$ cat src/rtl/fifo_arb_pkg.sv
// Shared definitions for the FIFO write-port arbiter.
// Optional packet lock is enabled by defining FIFO_ARB_PKT_LOCK_EN.
package fifo_arb_pkg;

   typedef enum logic {
      ST_IDLE   = 1'b0,
      ST_LOCKED = 1'b1
   } arb_state_e;

   function automatic int unsigned src_id_w(int unsigned n);
      return (n > 1) ? $clog2(n) : 1;
   endfunction

endpackage

$ cat src/rtl/fifo_wr_arbiter_if.sv
// Requester/FIFO-side bundle for fifo_wr_arbiter; slave is the arbiter, master the environment.
// i_last is only consumed when FIFO_ARB_PKT_LOCK_EN is defined.
interface fifo_wr_arbiter_if
   import fifo_arb_pkg::*;
#(
   parameter int unsigned INT_NUM_SRC    = 4,
   parameter int unsigned INT_FIFO_WIDTH = 32
);
   localparam int unsigned IdW = src_id_w(INT_NUM_SRC);

   logic [INT_NUM_SRC*INT_FIFO_WIDTH-1:0] i_data;
   logic [INT_NUM_SRC-1:0]                i_valid;
   logic [INT_NUM_SRC-1:0]                i_last;
   logic [INT_NUM_SRC-1:0]                o_ready;
   logic [INT_FIFO_WIDTH-1:0]             o_data;
   logic                                  o_valid;
   logic                                  i_ready;
   logic [IdW-1:0]                        o_src_id;

   modport master (
      output i_data, i_valid, i_last, i_ready,
      input  o_ready, o_data, o_valid, o_src_id
   );

   modport slave (
      input  i_data, i_valid, i_last, i_ready,
      output o_ready, o_data, o_valid, o_src_id
   );

endinterface

$ cat src/rtl/rr_grant_sel.sv
// Combinational round-robin selector: rotate requests past last_grant, pick the lowest,
// rotate the index back.
module rr_grant_sel
   import fifo_arb_pkg::*;
#(
   parameter int unsigned N = 4
) (
   input  logic [N-1:0]             req,
   input  logic [src_id_w(N)-1:0]   last_grant,
   output logic [src_id_w(N)-1:0]   grant,
   output logic                     grant_valid
);
   localparam int unsigned IdW = src_id_w(N);

   logic [N-1:0]   req_rot;
   int unsigned    first_rot;

   always_comb begin
      req_rot   = '0;
      first_rot = 0;
      for (int unsigned i = 0; i < N; i++) begin
         req_rot[i] = req[(int'(last_grant) + 1 + i) % N];
      end
      // Descending scan so the lowest rotated position wins.
      for (int i = int'(N) - 1; i >= 0; i--) begin
         if (req_rot[i]) first_rot = int'(i);
      end
      grant_valid = |req_rot;
      grant       = IdW'((int'(last_grant) + 1 + first_rot) % N);
   end

endmodule

$ cat src/rtl/fifo_wr_arbiter.sv
// Round-robin arbiter sharing one fifo_cdcc write port among several producers, with a single
// registered output slot. Define FIFO_ARB_PKT_LOCK_EN to hold the grant for whole packets.
module fifo_wr_arbiter
   import fifo_arb_pkg::*;
#(
   parameter int unsigned INT_NUM_SRC    = 4,
   parameter int unsigned INT_FIFO_WIDTH = 32
) (
   input logic              wr_clk,
   input logic              wr_rst,
   fifo_wr_arbiter_if.slave bus
);
   localparam int unsigned N   = INT_NUM_SRC;
   localparam int unsigned W   = INT_FIFO_WIDTH;
   localparam int unsigned IdW = src_id_w(N);

   logic [W-1:0]   src_data [N];
   logic [N-1:0]   req;
   logic [IdW-1:0] grant;
   logic           grant_valid;
   logic           can_load;
   logic           accept;

   logic [IdW-1:0] last_grant_q, last_grant_d;
   logic [W-1:0]   data_q, data_d;
   logic [IdW-1:0] src_q, src_d;
   logic           valid_q, valid_d;

   for (genvar g = 0; g < N; g++) begin : g_unpack
      assign src_data[g] = bus.i_data[g*W +: W];
   end

`ifdef FIFO_ARB_PKT_LOCK_EN
   arb_state_e     state_q, state_d;
   logic [IdW-1:0] lock_id_q, lock_id_d;
   logic [N-1:0]   lock_mask;

   assign lock_mask = {{(N-1){1'b0}}, 1'b1} << lock_id_q;
   assign req       = (state_q == ST_LOCKED) ? (bus.i_valid & lock_mask) : bus.i_valid;

   always_comb begin
      state_d   = state_q;
      lock_id_d = lock_id_q;
      unique case (state_q)
         ST_IDLE: begin
            if (accept && !bus.i_last[grant]) begin
               state_d   = ST_LOCKED;
               lock_id_d = grant;
            end
         end
         ST_LOCKED: begin
            if (accept && bus.i_last[grant]) state_d = ST_IDLE;
         end
         default: state_d = ST_IDLE;
      endcase
   end

   always_ff @(posedge wr_clk) begin
      if (!wr_rst) begin
         state_q   <= ST_IDLE;
         lock_id_q <= '0;
      end else begin
         state_q   <= state_d;
         lock_id_q <= lock_id_d;
      end
   end
`else
   logic [N-1:0] unused_last;
   assign unused_last = bus.i_last;
   assign req         = bus.i_valid;
`endif

   rr_grant_sel #(
      .N (N)
   ) u_sel (
      .req         (req),
      .last_grant  (last_grant_q),
      .grant       (grant),
      .grant_valid (grant_valid)
   );

   assign can_load = !valid_q || bus.i_ready;
   // Gated by reset so no beat is offered while the block is being cleared.
   assign accept   = wr_rst && can_load && grant_valid;

   always_comb begin
      bus.o_ready = '0;
      for (int unsigned k = 0; k < N; k++) begin
         bus.o_ready[k] = accept && (grant == IdW'(k));
      end
   end

   always_comb begin
      valid_d      = valid_q;
      data_d       = data_q;
      src_d        = src_q;
      last_grant_d = last_grant_q;
      if (accept) begin
         valid_d      = 1'b1;
         data_d       = src_data[grant];
         src_d        = grant;
         last_grant_d = grant;
      end else if (valid_q && bus.i_ready) begin
         valid_d = 1'b0;
      end
   end

   always_ff @(posedge wr_clk) begin
      if (!wr_rst) begin
         valid_q      <= 1'b0;
         data_q       <= '0;
         src_q        <= '0;
         last_grant_q <= IdW'(N - 1);
      end else begin
         valid_q      <= valid_d;
         data_q       <= data_d;
         src_q        <= src_d;
         last_grant_q <= last_grant_d;
      end
   end

   assign bus.o_valid  = valid_q;
   assign bus.o_data   = data_q;
   assign bus.o_src_id = src_q;

endmodule

$ cat src/flat_wrapper.sv
// flat-port wrapper written by rule: the top's interface ports become plain ports
module fifo_wr_arbiter_flat import fifo_arb_pkg::*;
#(
   parameter int unsigned INT_NUM_SRC    = 4,
   parameter int unsigned INT_FIFO_WIDTH = 32
)
  (wr_clk, wr_rst, bus_i_data, bus_i_valid, bus_i_last, bus_i_ready, bus_o_ready, bus_o_data, bus_o_valid, bus_o_src_id);
  fifo_wr_arbiter_if #(.INT_NUM_SRC(INT_NUM_SRC), .INT_FIFO_WIDTH(INT_FIFO_WIDTH)) bus_i ();
  input logic wr_clk;
  input logic wr_rst;
  input wire logic [$bits(bus_i.i_data)-1:0] bus_i_data;
  input wire logic [$bits(bus_i.i_valid)-1:0] bus_i_valid;
  input wire logic [$bits(bus_i.i_last)-1:0] bus_i_last;
  input wire logic [$bits(bus_i.i_ready)-1:0] bus_i_ready;
  output wire logic [$bits(bus_i.o_ready)-1:0] bus_o_ready;
  output wire logic [$bits(bus_i.o_data)-1:0] bus_o_data;
  output wire logic [$bits(bus_i.o_valid)-1:0] bus_o_valid;
  output wire logic [$bits(bus_i.o_src_id)-1:0] bus_o_src_id;
  assign bus_i.i_data = bus_i_data;
  assign bus_i.i_valid = bus_i_valid;
  assign bus_i.i_last = bus_i_last;
  assign bus_i.i_ready = bus_i_ready;
  assign bus_o_ready = bus_i.o_ready;
  assign bus_o_data = bus_i.o_data;
  assign bus_o_valid = bus_i.o_valid;
  assign bus_o_src_id = bus_i.o_src_id;
  fifo_wr_arbiter #(.INT_NUM_SRC(INT_NUM_SRC), .INT_FIFO_WIDTH(INT_FIFO_WIDTH)) u_core (.wr_clk(wr_clk), .wr_rst(wr_rst), .bus(bus_i));
endmodule
$ cat config.mk
export PLATFORM = sky130hd
export DESIGN_NAME = fifo_wr_arbiter_flat
export DESIGN_NICKNAME = d
export VERILOG_FILES = /design/src/rtl/fifo_arb_pkg.sv /design/src/rtl/fifo_wr_arbiter_if.sv /design/src/rtl/rr_grant_sel.sv /design/src/rtl/fifo_wr_arbiter.sv /design/src/flat_wrapper.sv
export SDC_FILE = /design/constraint.sdc
export NUM_CORES = 1
export LEC_CHECK = 0
export ABC_AREA = 1
export BUFFER_PORTS_ARGS = -buffer_cell sky130_fd_sc_hd__clkbuf_2
export CORE_MARGIN = 3
export CORE_UTILIZATION = 40
export DETAILED_ROUTE_END_ITERATION = 8
export PLACE_DENSITY = 0.8
export SYNTH_ARGS = -nofsm -noshare
export SYNTH_HDL_FRONTEND = slang
export SYNTH_SLANG_ARGS = --single-unit
export TNS_END_PERCENT = 30
$ cat constraint.sdc
create_clock -name wr_clk -period 4.5 [get_ports wr_clk]
set_input_delay 0 -clock wr_clk [delete_from_list [all_inputs] [get_ports wr_clk]]
set_output_delay 0 -clock wr_clk [all_outputs]
set_load 0.02 [all_outputs]
* After elaboration in Yosys (flattened, before gate mapping)
Index checks and enable logic that the tools add are counted.
Cells by class: reductions and logical operators 12, $add $sub $neg 5, $lt $le $gt $ge 5, multiplexer cells 17, equal/unequal tests 3, bitwise gates (word level) 1
Operators with widths (count):
- $bmux 32 s2 | 1
- $mux 32 | 2
- $lt 2x3->1 const B | 4
- $bmux 1 s2 | 4
- $mux 2 | 4
- $logic_and 1x1->1 | 7
- $mux 1 | 6
- $add 2x1->2 const B | 2
- $add 2x2->2 const B | 2
- $eq 2x2->1 const B | 2
- $reduce_or 4->1 | 1
- $ge 3x3->1 const B | 1
- $not 2->3 | 1
- $add 2x2->2 | 1
- $eq 2x1->1 const B | 1
- $logic_not 2->1 | 1
- $reduce_bool 2->1 | 1
- $logic_not 1->1 | 1
- $logic_or 1x1->1 | 1
Word-level totals: flip-flop bits (word level) 37, output and inout port bits 39, bits of input ports 139, logic and storage cells 47

* Logic depth before layout (Yosys ltp)
depth in word-level cells 13, depth in mapped cells 18, depth with buffers taken out 16

* Modules after synthesis
From an unflattened synthesis, not the netlist that was laid out.
Second synthesis, totals: cells, all modules 439, area, all modules 2577.5 µm²
By module, submodules not included:
- fifo_wr_arbiter | times used 1, area each 2298.5 µm², sequential area each 740.7 µm², cells an instance 382
- rr_grant_sel | times used 1, area each 279.0 µm², sequential area each 0.0 µm², cells an instance 57

* Worst setup path after synthesis
OpenSTA, ideal clock, no wires.
kind register to register, start register u_core.last_grant_q[1], end register u_core.data_q[5] (netlist: u_core.bus.o_data[5]), buffers on the path 3, period minus slack after synthesis 2.403 ns, setup time 0.057 ns, data required time 4.443 ns, stages on the path, launching flop included 18, slack 2.097 ns, arrival time 2.346 ns, path through dfxtp_1 -> inv_2 -> nand2_1 -> nand2_2 -> nand2_1 -> nand2_1 -> nand2_1 -> a21oi_1 -> ha_1 -> clkbuf_1 -> clkbuf_1 -> clkbuf_1 -> nand2_1 -> nand2_1 -> nand4_1 -> nand3_1 -> nand2_1 -> inv_1
On the way: longest elaborated chain between the ends 13, elaborated cells on any way between the ends 23, classes of those cells 5 x add/sub; 15 x mux; 1 x bitwise; 2 x reduce/logical
RTL lines:
- start: declaration | RTL line fifo_wr_arbiter.sv:24 | logic [IdW-1:0] last_grant_q, last_grant_d;
- start signal: assignment | RTL line fifo_wr_arbiter.sv:113 | last_grant_q <= IdW'(N - 1);
- start signal: assignment | RTL line fifo_wr_arbiter.sv:118 | last_grant_q <= last_grant_d;
- $add 2x1->2 (*) | RTL line rr_grant_sel.sv:22 | req_rot[i] = req[(int'(last_grant) + 1 + i) % N];
- $add 2x2->2 | RTL line rr_grant_sel.sv:22
- $bmux 1 s2 | RTL line rr_grant_sel.sv:22
- $mux 1 (implied by the code) | RTL line rr_grant_sel.sv:22
- $mux 2 (3 in a row) | RTL line rr_grant_sel.sv:26 | if (req_rot[i]) first_rot = int'(i);
- $mux 2 (*) | RTL line rr_grant_sel.sv:26
- $add 2x2->2 (*) | RTL line rr_grant_sel.sv:29 | grant = IdW'((int'(last_grant) + 1 + first_rot) % N);
- via u_core.grant[0] | RTL line fifo_wr_arbiter.sv:19 | logic [IdW-1:0] grant;
- $not 2->3 (implied by the code) (*) | RTL line fifo_wr_arbiter.sv:100 | data_d = src_data[grant];
- $bmux 32 s2 (*) | RTL line fifo_wr_arbiter.sv:100
- $mux 32 (implied by the code) (*) (2 in a row) | RTL line fifo_wr_arbiter.sv:100
- end signal: assignment | RTL line fifo_wr_arbiter.sv:116 | data_q <= data_d;
- end: declaration | RTL line fifo_wr_arbiter.sv:25 | logic [W-1:0] data_q, data_d;
The timed path passes the listed nets; every way through them passes the cells marked *. The select of a mux whose other input is x is not followed. A chain may end at the register's enable or synchronous reset.

* Worst setup path after layout
start register u_core.last_grant_q[0], end output bus_o_ready[2]
On the way: longest elaborated chain between the ends 11, elaborated cells on any way between the ends 21, classes of those cells 5 x add/sub; 1 x eq/ne; 12 x mux; 3 x reduce/logical
RTL lines:
- $add 2x1->2 (*) | RTL line rr_grant_sel.sv:22, rr_grant_sel.sv:29
- $add 2x2->2 | RTL line rr_grant_sel.sv:22
- $bmux 1 s2 | RTL line rr_grant_sel.sv:22
- $mux 1 (implied by the code) | RTL line rr_grant_sel.sv:22
- $mux 2 (4 in a row) | RTL line rr_grant_sel.sv:26
- $add 2x2->2 | RTL line rr_grant_sel.sv:29
- $eq 2x2->1 | RTL line fifo_wr_arbiter.sv:89 | bus.o_ready[k] = accept && (grant == IdW'(k));
- $logic_and 1x1->1 (*) | RTL line fifo_wr_arbiter.sv:89
- end: declaration | RTL line flat_wrapper.sv:15 | output wire logic [$bits(bus_i.o_ready)-1:0] bus_o_ready;
Mark *: on every way between the ends. The rest lies on a longest branch, timed or not. The select of a mux whose other input is x is not followed.

==> impl_metrics.json <==
{
  "outcome": "finished, final reports clean",
  "clk_latency_ns": 0.28,
  "track_usage": 0.2065,
  "cellPowerDensity_nw_per_um2": 753.8,
  "cp.arrival_ns": 3.36,
  "drt-wirelength-per-cell_um": 12.30,
  "synthMuxAreaShare": 0.08088,
  "relSlewSlack": 0.3363,
  "cts-htree-levels": 2,
  "rsz0062_at_grt": "no",
  "top_usage_layer": "met2",
  "grtUsageMet3": 0.03774,
  "hp-class": "in2reg",
  "met2_usage": 0.4033,
  "synthToLayoutAreaGrowth_pct": 31.42,
  "slowest_stage": "nand2_4",
  "rows": 30,
  "cts_tree": "yes",
  "peakVddDrop_v": 0.0003745,
  "p_leak_nw": 2.323,
  "fin_crit_ns": 3.359,
  "num_io_pins": 178,
  "clock_sinks": 37,
  "die_h_um": 92.18,
  "dr.pass1.iters": 4,
  "finalMaxSlewViolations": 0,
  "n_fill_cell": 724,
  "yosys_warnings": 0,
  "viasPerCell": 4.862,
  "die_area_um2": 8496,
  "coreArea_um2": 6982,
  "fin_cells": 749,
  "postSynthNetCount": 642,
  "path_clk_slew_ns": 0.07,
  "drtIter0Drc": 156,
  "synth_top_family_by_area": "simple AND/OR/NAND/NOR gates",
  "vias": 3642,
  "drive_gt1_frac": 0.3338,
  "fin_crit_sh": 0.7464,
  "routed_wirelength_um": 9209,
  "seq_area_frac_synth": 0.2494,
  "synthAdderAreaFrac": 0.004212,
  "postRouteAntennaNets": 0,
  "nNetsFinal": 792,
  "cts.repair.resized": 0,
  "grt_pass1_vias": 3397,
  "n_antenna_cell": 0,
  "syn_avg_cell_area_um2": 5.917,
  "fmax_mhz": 297.7,
  "use_met1": 0.2312,
  "setup_violations": 0,
  "hold_viol_final": 0,
  "gp_congestion": 0.8847,
  "path_cells": "inv_2 -> nand2_1 -> nand3_1 -> nand2_1 -> nand2_1 -> a21oi_1 -> ha_2 -> xor2_1 -> nand3_2 -> nand2_4 -> nand2_1 -> nor2_1 -> clkbuf_2",
  "worst_slew_pin_slew_ns": 0.9932,
  "tns_ns": 0,
  "cts_setup_buffers": 0,
  "drv_cap": 0,
  "synth.distinct_cells": 29,
  "clock_path_buffers": 2,
  "crit_required_ns": 4.50,
  "place_area_um2": 3802,
  "drc": 0,
  "cts.hold.buffers_added": 0,
  "fin_area_um2": 3904,
  "grt_overflow_total": 0,
  "path_buf_inv": 2,
  "cp_max_fo": 58,
  "worstSetupPathType": "reg2out",
  "cts_root_buf": "clkbuf_8",
  "syn_inst": 502,
  "synth_xor_area_frac": 0.002949,
  "initial_core_util": 0.4254,
  "port_buffers": 173,
  "hpwl_um": 6855,
  "syn_area_um2": 2970,
  "worst_setup_path_start_kind": "register",
  "dieWidth_um": 92.18,
  "dpl.cell_count": 741,
  "endpoint_kind": "output port",
  "regArea_um2": 740.7,
  "grt_max_degree": 68,
  "ys_seq_elements": 37,
  "skew_ns": 0.003607,
  "crit_family": "simple AND/OR/NAND/NOR gates",
  "cts_buffers": 5,
  "synth_compound_area_frac": 0.009688,
  "antenna_found_initial": 0,
  "multiInputGateArea_um2": 1971,
  "worst_path_most_repeated_cell": "nand2_1",
  "synthSimpleGateAreaFrac": 0.5623,
  "grt_pass1_wl_um": 14750,
  "max_stage_delay_ns": 0.62
}
## through the flow
step           total power, mW  hold WS (ns)  setup WS, ns    util
2_1_floorplan            2.309        0.1115         2.097       -
3_3_place_gp             2.649        0.3860         1.526  0.5446
3_5_place_dp             2.704        0.3780         1.445  0.5446
4_1_cts                  2.970       0.08151         1.113  0.5591
5_1_grt                  3.225        0.1116        0.7399  0.5591
6_report                 2.943       0.09207         1.141  0.5591
## cells by family (layout without fill, tap and decap cells)
family,count (synthesis),count (layout)
muxes,24,24
buffers and inverters,55,206
and+or+nand+nor,379,379
DFF,37,37
adders and majority gates,1,1
xor gates and xnor gates,1,1
AOI/OAI and AO/OA,5,5
## registers in the layout, indices dropped and copies added, names as in the netlist
name,count
u_core.bus.o_src_id,2
u_core.bus.o_data,32
u_core.bus.o_valid,1
u_core.last_grant_q,2
## routing by layer
metal / share of wire / wire length [um] / vias up
li1: - / - / 1879
met1: 0.41 / 3730 / 1659
met2: 0.53 / 4877 / 98
met3: 0.057 / 524 / 6
met4: 0.0084 / 77 / 0
met5: 0 / 0 / -
## final cells by class
class	count	area share
clock buffer	7	0.02468
multi-input combinational	410	0.5048
sequential	37	0.1897
inverter	22	0.02115
timing repair buffer	176	0.2276
tap	96	0.03077
clock inverter	1	0.001282
## cells in the mapped netlist
| cell | n | area share |
|---|---|---|
| a21oi_1 | 2 | 0.0034 |
| a31oi_1 | 1 | 0.0021 |
| buf_1 | 2 | 0.0025 |
| buf_12 | 1 | 0.0067 |
| buf_2 | 10 | 0.017 |
| buf_4 | 4 | 0.010 |
| buf_6 | 1 | 0.0038 |
| buf_8 | 1 | 0.0051 |
| clkbuf_1 | 14 | 0.018 |
| clkinv_1 | 2 | 0.0025 |
| dfxtp_1 | 37 | 0.25 |
| ha_1 | 1 | 0.0042 |
| inv_1 | 17 | 0.021 |
| inv_2 | 3 | 0.0038 |
| mux2i_1 | 24 | 0.081 |
| nand2_1 | 232 | 0.29 |
| nand2_2 | 5 | 0.011 |
| nand2_4 | 2 | 0.0076 |
| nand3_1 | 49 | 0.083 |
| nand3_2 | 1 | 0.0034 |
| nand4_1 | 8 | 0.017 |
| nor2_1 | 55 | 0.070 |
| nor2_2 | 2 | 0.0042 |
| nor2_4 | 1 | 0.0038 |
| nor3_1 | 6 | 0.010 |
| nor3_2 | 18 | 0.061 |
| o211ai_1 | 1 | 0.0025 |
| o21ai_0 | 1 | 0.0017 |
| xor2_1 | 1 | 0.0029 |
## worst min-delay path, delay by kind of cell
kind | cells | cell delay [ns]
and+or+nand+nor | 1 | 0.04
AOI/OAI and AO/OA | 1 | 0.08
buffers and inverters | 4 | 0.22
## layout by cell type, fill, tap and decap left out, types with 2 or more instances in the layout
cell      instances
nand2_2           6
nand2_1         231
nor2_4            2
nand3_1          49
nor2_1           55
nor3_1            6
a21oi_1           2
clkbuf_2        173
nand2_4           2
clkbuf_8          7
nand4_1           8
buf_4             3
inv_1            17
clkinv_1          2
mux2i_1          24
nor3_2           18
inv_2             3
dfxtp_1          37
## final timing paths
kind | startpoint | endpoint | slack [ns] | depth (start not counted)
hold / removal | bus_i_ready | u_core.bus.o_valid | 0.09 | 6
setup / recovery | u_core.last_grant_q[0] | bus_o_ready[2] | 1.14 | 13
hold reg to reg | u_core.bus.o_src_id[0] | u_core.bus.o_src_id[0] | 0.47 | 2
setup reg to reg | u_core.last_grant_q[0] | u_core.bus.o_data[2] | 1.46 | 14
## power by group
part	switching (mW)	internal (mW)
Sequential	0.0863	0.474
Clock	0.118	0.139
Combinational	1.43	0.690
Total	1.64	1.30
No activity file was read; power rests on OpenSTA's default activity.
